## config.mk

```make
export PLATFORM = sky130hd
export DESIGN_NAME = txuart_sched
export DESIGN_NICKNAME = d
export VERILOG_FILES = /design/src/rtl/txuart_sched.sv
export SDC_FILE = /design/constraint.sdc
export NUM_CORES = 1
export LEC_CHECK = 0
export ABC_CLOCK_PERIOD_IN_PS = 3710
export CAP_MARGIN = 0
export CORE_MARGIN = 3
export CORE_UTILIZATION = 42
export DETAILED_ROUTE_END_ITERATION = 10
export PLACE_DENSITY_LB_ADDON = 0.05
export SYNTH_ARGS = -nofsm -noshare
export SYNTH_HDL_FRONTEND = slang
export SYNTH_SLANG_ARGS = --single-unit
```

## constraint.sdc

```tcl
create_clock -name i_clk -period 3.71 [get_ports i_clk]
set_clock_uncertainty 0.15 [all_clocks]
set_input_delay 0.9275 -clock i_clk [delete_from_list [all_inputs] [get_ports i_clk]]
set_output_delay 0.9275 -clock i_clk [all_outputs]
set_load 0.1 [all_outputs]
```

## src/rtl/txuart_sched.sv

```systemverilog
// Round-robin scheduler sharing one txuart transmitter between NREQ byte-stream
// requesters; a grant is held from a message's first byte through its last byte.
module txuart_sched #(
  parameter int unsigned NREQ = 4,
  parameter int unsigned IDW  = $clog2(NREQ)
) (
  input  logic                i_clk,
  input  logic                i_reset,
  input  logic [NREQ-1:0]     i_req_valid,
  input  logic [8*NREQ-1:0]   i_req_data,
  input  logic [NREQ-1:0]     i_req_last,
  output logic [NREQ-1:0]     o_req_ready,
  output logic                o_uart_write,
  output logic [7:0]          o_uart_data,
  input  logic                i_uart_busy,
  output logic [IDW-1:0]      o_owner,
  output logic                o_active
);

  typedef enum logic [1:0] {
    IDLE   = 2'd0,
    FETCH  = 2'd1,
    ISSUE  = 2'd2,
    SETTLE = 2'd3
  } state_t;

  state_t          state, state_d;
  logic [IDW-1:0]  last_owner, last_owner_d;
  logic [IDW-1:0]  owner_d;
  logic [IDW-1:0]  winner;
  logic [IDW-1:0]  cand;
  logic            found;
  logic            last_flag, last_flag_d;
  logic            write_d;
  logic [7:0]      data_d;
  logic            active_d;
  logic            xfer;
  logic [7:0]      owner_byte;

  // Round-robin search upward from the requester after the previous owner.
  always_comb begin
    winner = last_owner;
    found  = 1'b0;
    cand   = '0;
    for (int unsigned i = 1; i <= NREQ; i++) begin
      cand = IDW'((32'(last_owner) + i) % NREQ);
      if (!found && i_req_valid[cand]) begin
        winner = cand;
        found  = 1'b1;
      end
    end
  end

  // Only the owner may transfer, and only while the UART is idle.
  always_comb begin
    o_req_ready = '0;
    xfer        = (state == FETCH) && i_req_valid[o_owner] && !i_uart_busy;
    owner_byte  = i_req_data[32'(o_owner)*8 +: 8];
    if (xfer) begin
      o_req_ready[o_owner] = 1'b1;
    end
  end

  always_comb begin
    state_d      = state;
    write_d      = 1'b0;
    data_d       = o_uart_data;
    owner_d      = o_owner;
    active_d     = o_active;
    last_owner_d = last_owner;
    last_flag_d  = last_flag;
    case (state)
      IDLE: begin
        if (found) begin
          owner_d  = winner;
          active_d = 1'b1;
          state_d  = FETCH;
        end
      end
      FETCH: begin
        if (xfer) begin
          data_d      = owner_byte;
          last_flag_d = i_req_last[o_owner];
          write_d     = 1'b1;
          state_d     = ISSUE;
        end
      end
      ISSUE: begin
        state_d = SETTLE;
      end
      SETTLE: begin
        // Dead cycle so txuart can raise busy before the next fetch.
        if (last_flag) begin
          last_owner_d = o_owner;
          active_d     = 1'b0;
          state_d      = IDLE;
        end else begin
          state_d = FETCH;
        end
      end
      default: begin
        state_d = IDLE;
      end
    endcase
  end

  always_ff @(posedge i_clk or posedge i_reset) begin
    if (i_reset) begin
      state        <= IDLE;
      o_uart_write <= 1'b0;
      o_uart_data  <= 8'h00;
      o_owner      <= '0;
      o_active     <= 1'b0;
      last_owner   <= IDW'(NREQ - 1);
      last_flag    <= 1'b0;
    end else begin
      state        <= state_d;
      o_uart_write <= write_d;
      o_uart_data  <= data_d;
      o_owner      <= owner_d;
      o_active     <= active_d;
      last_owner   <= last_owner_d;
      last_flag    <= last_flag_d;
    end
  end

endmodule

```

==> results of run 1 <==
-- Yosys cell counts (all sizes together) (3+ instances only) --
cell type / instances / area, µm²
dfrtp: 15 / 375
inv: 10 / 37.5
mux2: 10 / 113
mux4: 10 / 225
nand2: 8 / 32.5
o21ai: 6 / 30.0
a21oi: 4 / 20.0
ha: 4 / 50.1
nor3: 3 / 15.0
-- cell families after synthesis --
family | after synthesis | synth area share
DFF | 17 | 0.384
and+or+nand+nor | 20 | 0.0966
muxes | 20 | 0.303
buffers and inverters | 14 | 0.0517
AOI/OAI and AO/OA | 19 | 0.119
adders and majority gates | 4 | 0.0449
-- power by group --
group          leakage, nW  switching, mW  internal [mW]
logic                0.536          0.692          0.370
registers            0.200          0.114          0.282
clock network       0.0177         0.0620         0.0401
total                0.754          0.868          0.692
-- routing by layer --
| metal | routed length (µm) | up-vias | track usage | share of wire |
|---|---|---|---|---|
| met4 | 27 | 0 | 0.0530 | 0.0094 |
| met5 | 0 | - | 0 | 0 |
| met3 | 257 | 4 | 0.0520 | 0.089 |
| met1 | 1110 | 462 | 0.219 | 0.38 |
| li1 | - | 471 | - | - |
| met2 | 1480 | 47 | 0.306 | 0.52 |
-- per-stage QoR --
step	total power, mW	setup WS, ps	cell area (µm²)
after floorplan	1.22	29.2	1150
after global placement	1.45	460	1770
after detailed placement	1.47	465	1770
after CTS	1.57	447	1790
after global routing	1.64	367	1790
final	1.56	461	1790
-- flip-flops by register name, summed over array words and instances (netlist names) --
name / count
o_uart_data: 8
last_owner: 2
o_owner: 2
state: 2
last_flag: 1
o_active: 1
o_uart_write: 1
-- final cells by class --
| class | count | area [µm²] |
|---|---|---|
| multi-input cells | 63 | 666 |
| fillers | 200 | 706 |
| inverters | 10 | 37.5 |
| clock buffers | 3 | 22.5 |
| flip-flops and latches | 17 | 428 |
| repair buffers | 59 | 598 |
| well taps | 30 | 37.5 |
| clock inverters | 1 | 5.00 |
-- worst paths after layout --
| kind | startpoint | end | slack (ps) | cells after the start |
|---|---|---|---|---|
| setup / recovery | i_uart_busy | o_req_ready[1] | 460 | 5 |
| hold / removal | o_uart_data[3] | o_uart_data[3] | 370 | 1 |
| setup reg to reg | o_owner[0] | o_uart_data[0] | 1520 | 3 |
| hold reg to reg | o_uart_data[3] | o_uart_data[3] | 370 | 1 |
| max in group asynchronous | i_reset | o_owner[0] | 2140 | 2 |
| min in group asynchronous | i_reset | o_uart_data[1] | 850 | 2 |
==> summary.md, run 1 <==
| Metric | Value |
|---|---|
| Critical path required time | `around 2600 ps` |
| Number of buffer cells added on primary ports | `58` |
| Category of the most critical setup path | `in -> out` |
| Post-synthesis instance total | `94` |
| Post-CTS sizing | `0` |
| Fin Hold WS | `368 ps` |
| Rows | `18` |
| Commonest non-fill, non-tap cell in the layout | `sky130_fd_sc_hd__clkdlybuf4s50_1` |
| Clock sink count | `17` |
| Proportion of layout cells with a drive suffix above 1 | `0.327` |
| Number of enable flip-flop cells after synthesis | `0` |
| Total vias in the final route | `approximately 980` |
| Post-CTS clock slew at the launch and capture registers of the worst setup and hold paths | `110 ps` |
| Top cell family by delay on the critical path | `buffers and inverters` |
| Fin crit share | `0.876` |
| Total nets after synthesis | `141` |
| Overall die width | `57.5 µm` |
| Startpoint type of the worst setup path | `input port` |
| Final-report hold violation count | `0` |
| Overall track demand over capacity in global routing | `0.180` |
| Most used flip-flop cell after synthesis | `sky130_fd_sc_hd__dfrtp_1` |
| Clock buffers created by TritonCTS | `3` |
| Routed vias/inst | `5.38` |
| Number of standard cells in the layout, taps in and fillers out | `between 150 and 200` |
| Synthesis warning total | `0` |
| Antenna fix cells | `0` |
| Crit-path slowest cell | `sky130_fd_sc_hd__clkdlybuf4s50_1` |
| Floorplan die height | `57.5 µm` |
| Top Ports | `59` |
| Clock root cell | `sky130_fd_sc_hd__clkbuf_4` |
| Commonest non-fill, non-tap cells in the layout | `sky130_fd_sc_hd__clkdlybuf4s50_1 (42), sky130_fd_sc_hd__dfrtp_1 (15), sky130_fd_sc_hd__buf_4 (13)` |
| Result of the run | `finished, final reports clean` |
| NumNets Final | `201` |
| Routed wire length | `2880 µm` |
| Number of global-route vias before repair | `1029` |
| Largest fanout on the critical path | `4` |
| Final count of negative-setup-slack endpoints | `0` |
| Max-slew violation total from the final report | `0` |
| Critical Path, Cell by Cell | `clkdlybuf4s50_1, nor2b_1, nand2_1, nor3_4, buf_12` |
| Critical path's largest stage delay | `440 ps` |
| First DRT Iteration DRCs | `21` |
| Minimum clock period | `3250 ps` |
| Clock tree buffer depth | `2` |
| Antenna viol nets, final | `0` |
| Total instance count after detailed placement | `179` |
| Total global routing overflow | `0` |
| Mean cell area of the mapped netlist | `~12 µm²` |
| Worst-skew pair later-pin latency | `300 ps` |
| Dpl hpwl | `around 2300 µm` |
| Routed len/inst | `15.7 µm` |
| Buffers plus inverters on the worst setup path | `2` |
| Final weighted congestion in routability-driven placement | `0.723` |
| Total of flip-flops plus latches after synthesis | `17` |
| Worst Path Arrival | `between 2000 and 2500 ps` |
| Global-route wire length before repair | `around 4600 µm` |
| Initial standard-cell utilization of the core | `0.445` |
| Max Freq | `between 300 and 400 MHz` |
| Die footprint | `0.00331 mm²` |
| Worst setup EP type | `primary output` |
| Hold buffer count at cts | `0` |
| Core Area | `between 0.002 and 0.0025 mm²` |
| Sum Neg Setup Slack | `0 ps` |
| Total DRC errors in the routed layout | `0` |
| Pin count of the biggest net entering global routing | `18` |
| Static Leakage | `0.754 nW` |
| Slew at the pin with the worst max-slew slack | `751 ps` |
| Pwr Density | `870 mW/mm²` |
| Area growth, synth to finish | `61.1%` |
| Maximum capacitance violations | `0` |
| Class of the tightest hold or removal check | `reg -> reg` |
| Post-synthesis sequential area ratio | `0.384` |
| Max rail drop VDD | `0.000706 V` |
| Async S/R FF share, synth | `1.00` |
| Final Core Density | `0.718` |
| Number of unique standard cell types used by synthesis | `30` |
| Number of buffers added for setup after CTS | `0` |
| Number of antenna violations at the first check in global routing | `0` |
| Unrepaired setup endpoints after global routing | `false` |
| TritonCTS clock tree | `done` |
| Worst slew margin relative to its limit | `0.499` |
| Htree depth | `1` |
| Netlist area before placement | `0.00111 mm²` |
| DRT Pass-1 Iters | `4` |
(Power assumes the default switching activity.)
==> run 2: changes to the inputs <==
--- a/config.mk
+++ b/config.mk
@@ -6,7 +6,6 @@
 export NUM_CORES = 1
 export LEC_CHECK = 0
 export ABC_CLOCK_PERIOD_IN_PS = 3710
-export CAP_MARGIN = 0
 export CORE_MARGIN = 3
 export CORE_UTILIZATION = 42
 export DETAILED_ROUTE_END_ITERATION = 10
==> constraint.sdc (replaced) <==
create_clock -name i_clk -period 3.71 [get_ports i_clk]
set_clock_uncertainty 0.15 [all_clocks]
set_input_delay 0.742 -clock i_clk [delete_from_list [all_inputs] [get_ports i_clk]]
set_output_delay 0.742 -clock i_clk [all_outputs]
set_load 0.1 [all_outputs]
==> summary.md, run 2 (synthesized netlist as in run 1, its figures left out) <==
| Metric | Value |
|---|---|
| Number of flip-flops in the largest register | `8 (unchanged)` |
| Unrepaired setup endpoints after global routing | `false` |
| Clock sink count | `17 (unchanged)` |
| Minimum clock period | `2920 ps (-332 ps)` |
| Number of antenna violations at the first check in global routing | `0 (unchanged)` |
| Seq pwr share | `0.260 (+0.006)` |
| Antenna viol nets, final | `0 (unchanged)` |
| Clock tree buffer depth | `2 (unchanged)` |
| Total DRC errors in the routed layout | `0 (unchanged)` |
| Result of the run | `finished, final reports clean` |
| DRT Pass-1 Iters | `4 (unchanged)` |
| Worst-skew pair later-pin latency | `290 ps (about the same)` |
| Final count of negative-setup-slack endpoints | `0 (unchanged)` |
| Register name with the most flops | `o_uart_data` |
| Pwr Density | `870 mW/mm² (about the same)` |
| Number of standard cells in the layout, taps in and fillers out | `182 (-0.55%)` |
| Floorplan die height | `57.5 µm (unchanged)` |
| Portion of total power attributed to combinational logic | `0.677 (-0.004)` |
| Critical Path, Cell by Cell | `clkdlybuf4s50_1, nor2b_1, nand2_1, nor3_2, buf_12` |
| Max Freq | `343 MHz (+11%)` |
| Internal power | `0.699 mW (+0.93%)` |
| Final total power | `1.55 mW (-0.85%)` |
| Routed len/inst | `15.0 µm (-4.3%)` |
| Routed vias/inst | `5.37 (about the same)` |
| Fin crit share | `0.786 (-0.0894)` |
| Commonest non-fill, non-tap cell in the layout | `sky130_fd_sc_hd__clkdlybuf4s50_1` |
| Pin count of the biggest net entering global routing | `18 (unchanged)` |
| Post-route standard cell area excluding fillers | `0.00178 mm² (-0.91%)` |
| First DRT Iteration DRCs | `40 (+90%)` |
| Clock buffers created by TritonCTS | `3 (unchanged)` |
| Final weighted congestion in routability-driven placement | `0.756 (+4.6%)` |
| Hold buffer count at cts | `0 (unchanged)` |
| Antenna fix cells | `0 (unchanged)` |
| Initial standard-cell utilization of the core | `0.445 (unchanged)` |
| NumNets Final | `200 (-0.50%)` |
| Routed wire length | `2740 µm (-4.8%)` |
| Maximum capacitance violations | `0 (unchanged)` |
| Worst slew margin relative to its limit | `0.340 (-0.159)` |
| Commonest non-fill, non-tap cells in the layout | `sky130_fd_sc_hd__clkdlybuf4s50_1 (52), sky130_fd_sc_hd__dfrtp_1 (15), sky130_fd_sc_hd__inv_1 (10), sky130_fd_sc_hd__mux4_2 (10), sky130_fd_sc_hd__mux2_2 (10)` |
| Largest fanout on the critical path | `4 (unchanged)` |
| Total instance count after detailed placement | `178 (-0.56%)` |
| Post-CTS sizing | `0 (unchanged)` |
| Rows | `18 (unchanged)` |
| Overall die width | `57.5 µm (unchanged)` |
| Crit-path slowest cell | `sky130_fd_sc_hd__clkdlybuf4s50_1` |
| Clock root cell | `sky130_fd_sc_hd__clkbuf_4` |
| Startpoint type of the worst setup path | `input port` |
| Worst Path Arrival | `2030 ps (-140 ps)` |
| Net switching component of the power | `0.849 mW (-2.3%)` |
| TritonCTS clock tree | `done` |
| Number of buffer cells added on primary ports | `58 (unchanged)` |
| Die footprint | `0.00331 mm² (unchanged)` |
| Switching portion of total power | `0.549 (-0.00796)` |
| Htree depth | `1 (unchanged)` |
| Final-report hold violation count | `0 (unchanged)` |
| Proportion of layout cells with a drive suffix above 1 | `0.257 (-0.0702)` |
| Max rail drop VDD | `0.000758 V (+7.3%)` |
| Post-CTS clock slew at the launch and capture registers of the worst setup and hold paths | `100 ps (about the same)` |
| Sum Neg Setup Slack | `0 ps (unchanged)` |
| Worst setup EP type | `primary output` |
| Relative contribution of the clock network to total power | `0.064 (about the same)` |
| Core Area | `0.00250 mm² (unchanged)` |
| Total vias in the final route | `978 (-0.61%)` |
| Class of the tightest hold or removal check | `reg -> reg` |
| Global-route wire length before repair | `4570 µm (-1.3%)` |
| Overall track demand over capacity in global routing | `0.176 (-0.00385)` |
| Critical path's largest stage delay | `440 ps (about the same)` |
| Dpl hpwl | `2230 µm (-4.9%)` |
| Total global routing overflow | `0 (unchanged)` |
| Critical path required time | `2820 ps (+190 ps)` |
| Category of the most critical setup path | `in -> out` |
| Static Leakage | `0.726 nW (-3.8%)` |
| Slew at the pin with the worst max-slew slack | `986 ps (+235 ps)` |
| Number of global-route vias before repair | `986 (-4.2%)` |
| Area growth, synth to finish | `59.7%` |
| Number of buffers added for setup after CTS | `0 (unchanged)` |
| Max-slew violation total from the final report | `0 (unchanged)` |
| Top Ports | `59 (unchanged)` |
| Total placed instance area | `0.00175 mm² (-0.92%)` |
[run 2: cell count changes in the layout (fill, tap and decap cells not counted)]
cell,delta
sky130_fd_sc_hd__nor3_4,-2
sky130_fd_sc_hd__nor4b_4,-1
sky130_fd_sc_hd__buf_12,-1
sky130_fd_sc_hd__clkdlybuf4s50_1,+10
sky130_fd_sc_hd__buf_4,-10
sky130_fd_sc_hd__nor3_2,+2
sky130_fd_sc_hd__nor4b_2,+1
[run 2: path summary, 6_finish.rpt]
path	to	slack, ps	depth (start not counted)	startpoint
max	o_req_ready[1]	790	5	i_uart_busy
min	o_uart_data[0]	360	1	o_uart_data[0]
max reg2reg	o_uart_data[5]	1290	3	o_owner[0]
min reg2reg	o_uart_data[0]	360	1	o_uart_data[0]
max in group asynchronous	o_owner[1]	2310	2	i_reset
min in group asynchronous	o_uart_data[6]	680	2	i_reset
[run 2: power groups by stage]
stage / registers, mW / clock network [mW] / logic, mW
after global routing: 0.420 / 0.114 / 1.10
after floorplan: 0.775 / 0 / 0.431
after CTS: 0.404 / 0.104 / 1.05
final: 0.402 / 0.0988 / 1.05
after detailed placement: 0.408 / 0 / 1.05
after global placement: 0.402 / 0 / 1.03
[run 2: final cells by class]
class	instances	area [µm²]
clock buffers	3	22.5
clock inverters	1	5.00
fillers	180	722
inverters	10	37.5
multi-input cells	63	644
flip-flops and latches	17	428
well taps	30	37.5
repair buffers	58	603
[run 2: through the flow]
stage	utilization	hold slack [ps]	worst slack [ps]
floorplan	-	378	-203
global placement	0.700	339	813
detailed placement	0.700	344	804
CTS	0.711	369	799
global route	0.711	381	698
finish	0.711	362	793
[run 2: per-layer routing]
| metal | global-route usage | vias up | share of wire |
|---|---|---|---|
| li1 | - | 468 | - |
| met1 | 0.226 | 478 | 0.40 |
| met2 | 0.302 | 30 | 0.53 |
| met3 | 0.0452 | 2 | 0.062 |
| met4 | 0.0298 | 0 | 0.0029 |
| met5 | 0 | - | 0 |
[run 2: worst max-delay path, delay by kind of cell]
kind	cells	cell delay [ps]
AND/OR/NAND/NOR	3	620
buffers and inverters	2	650
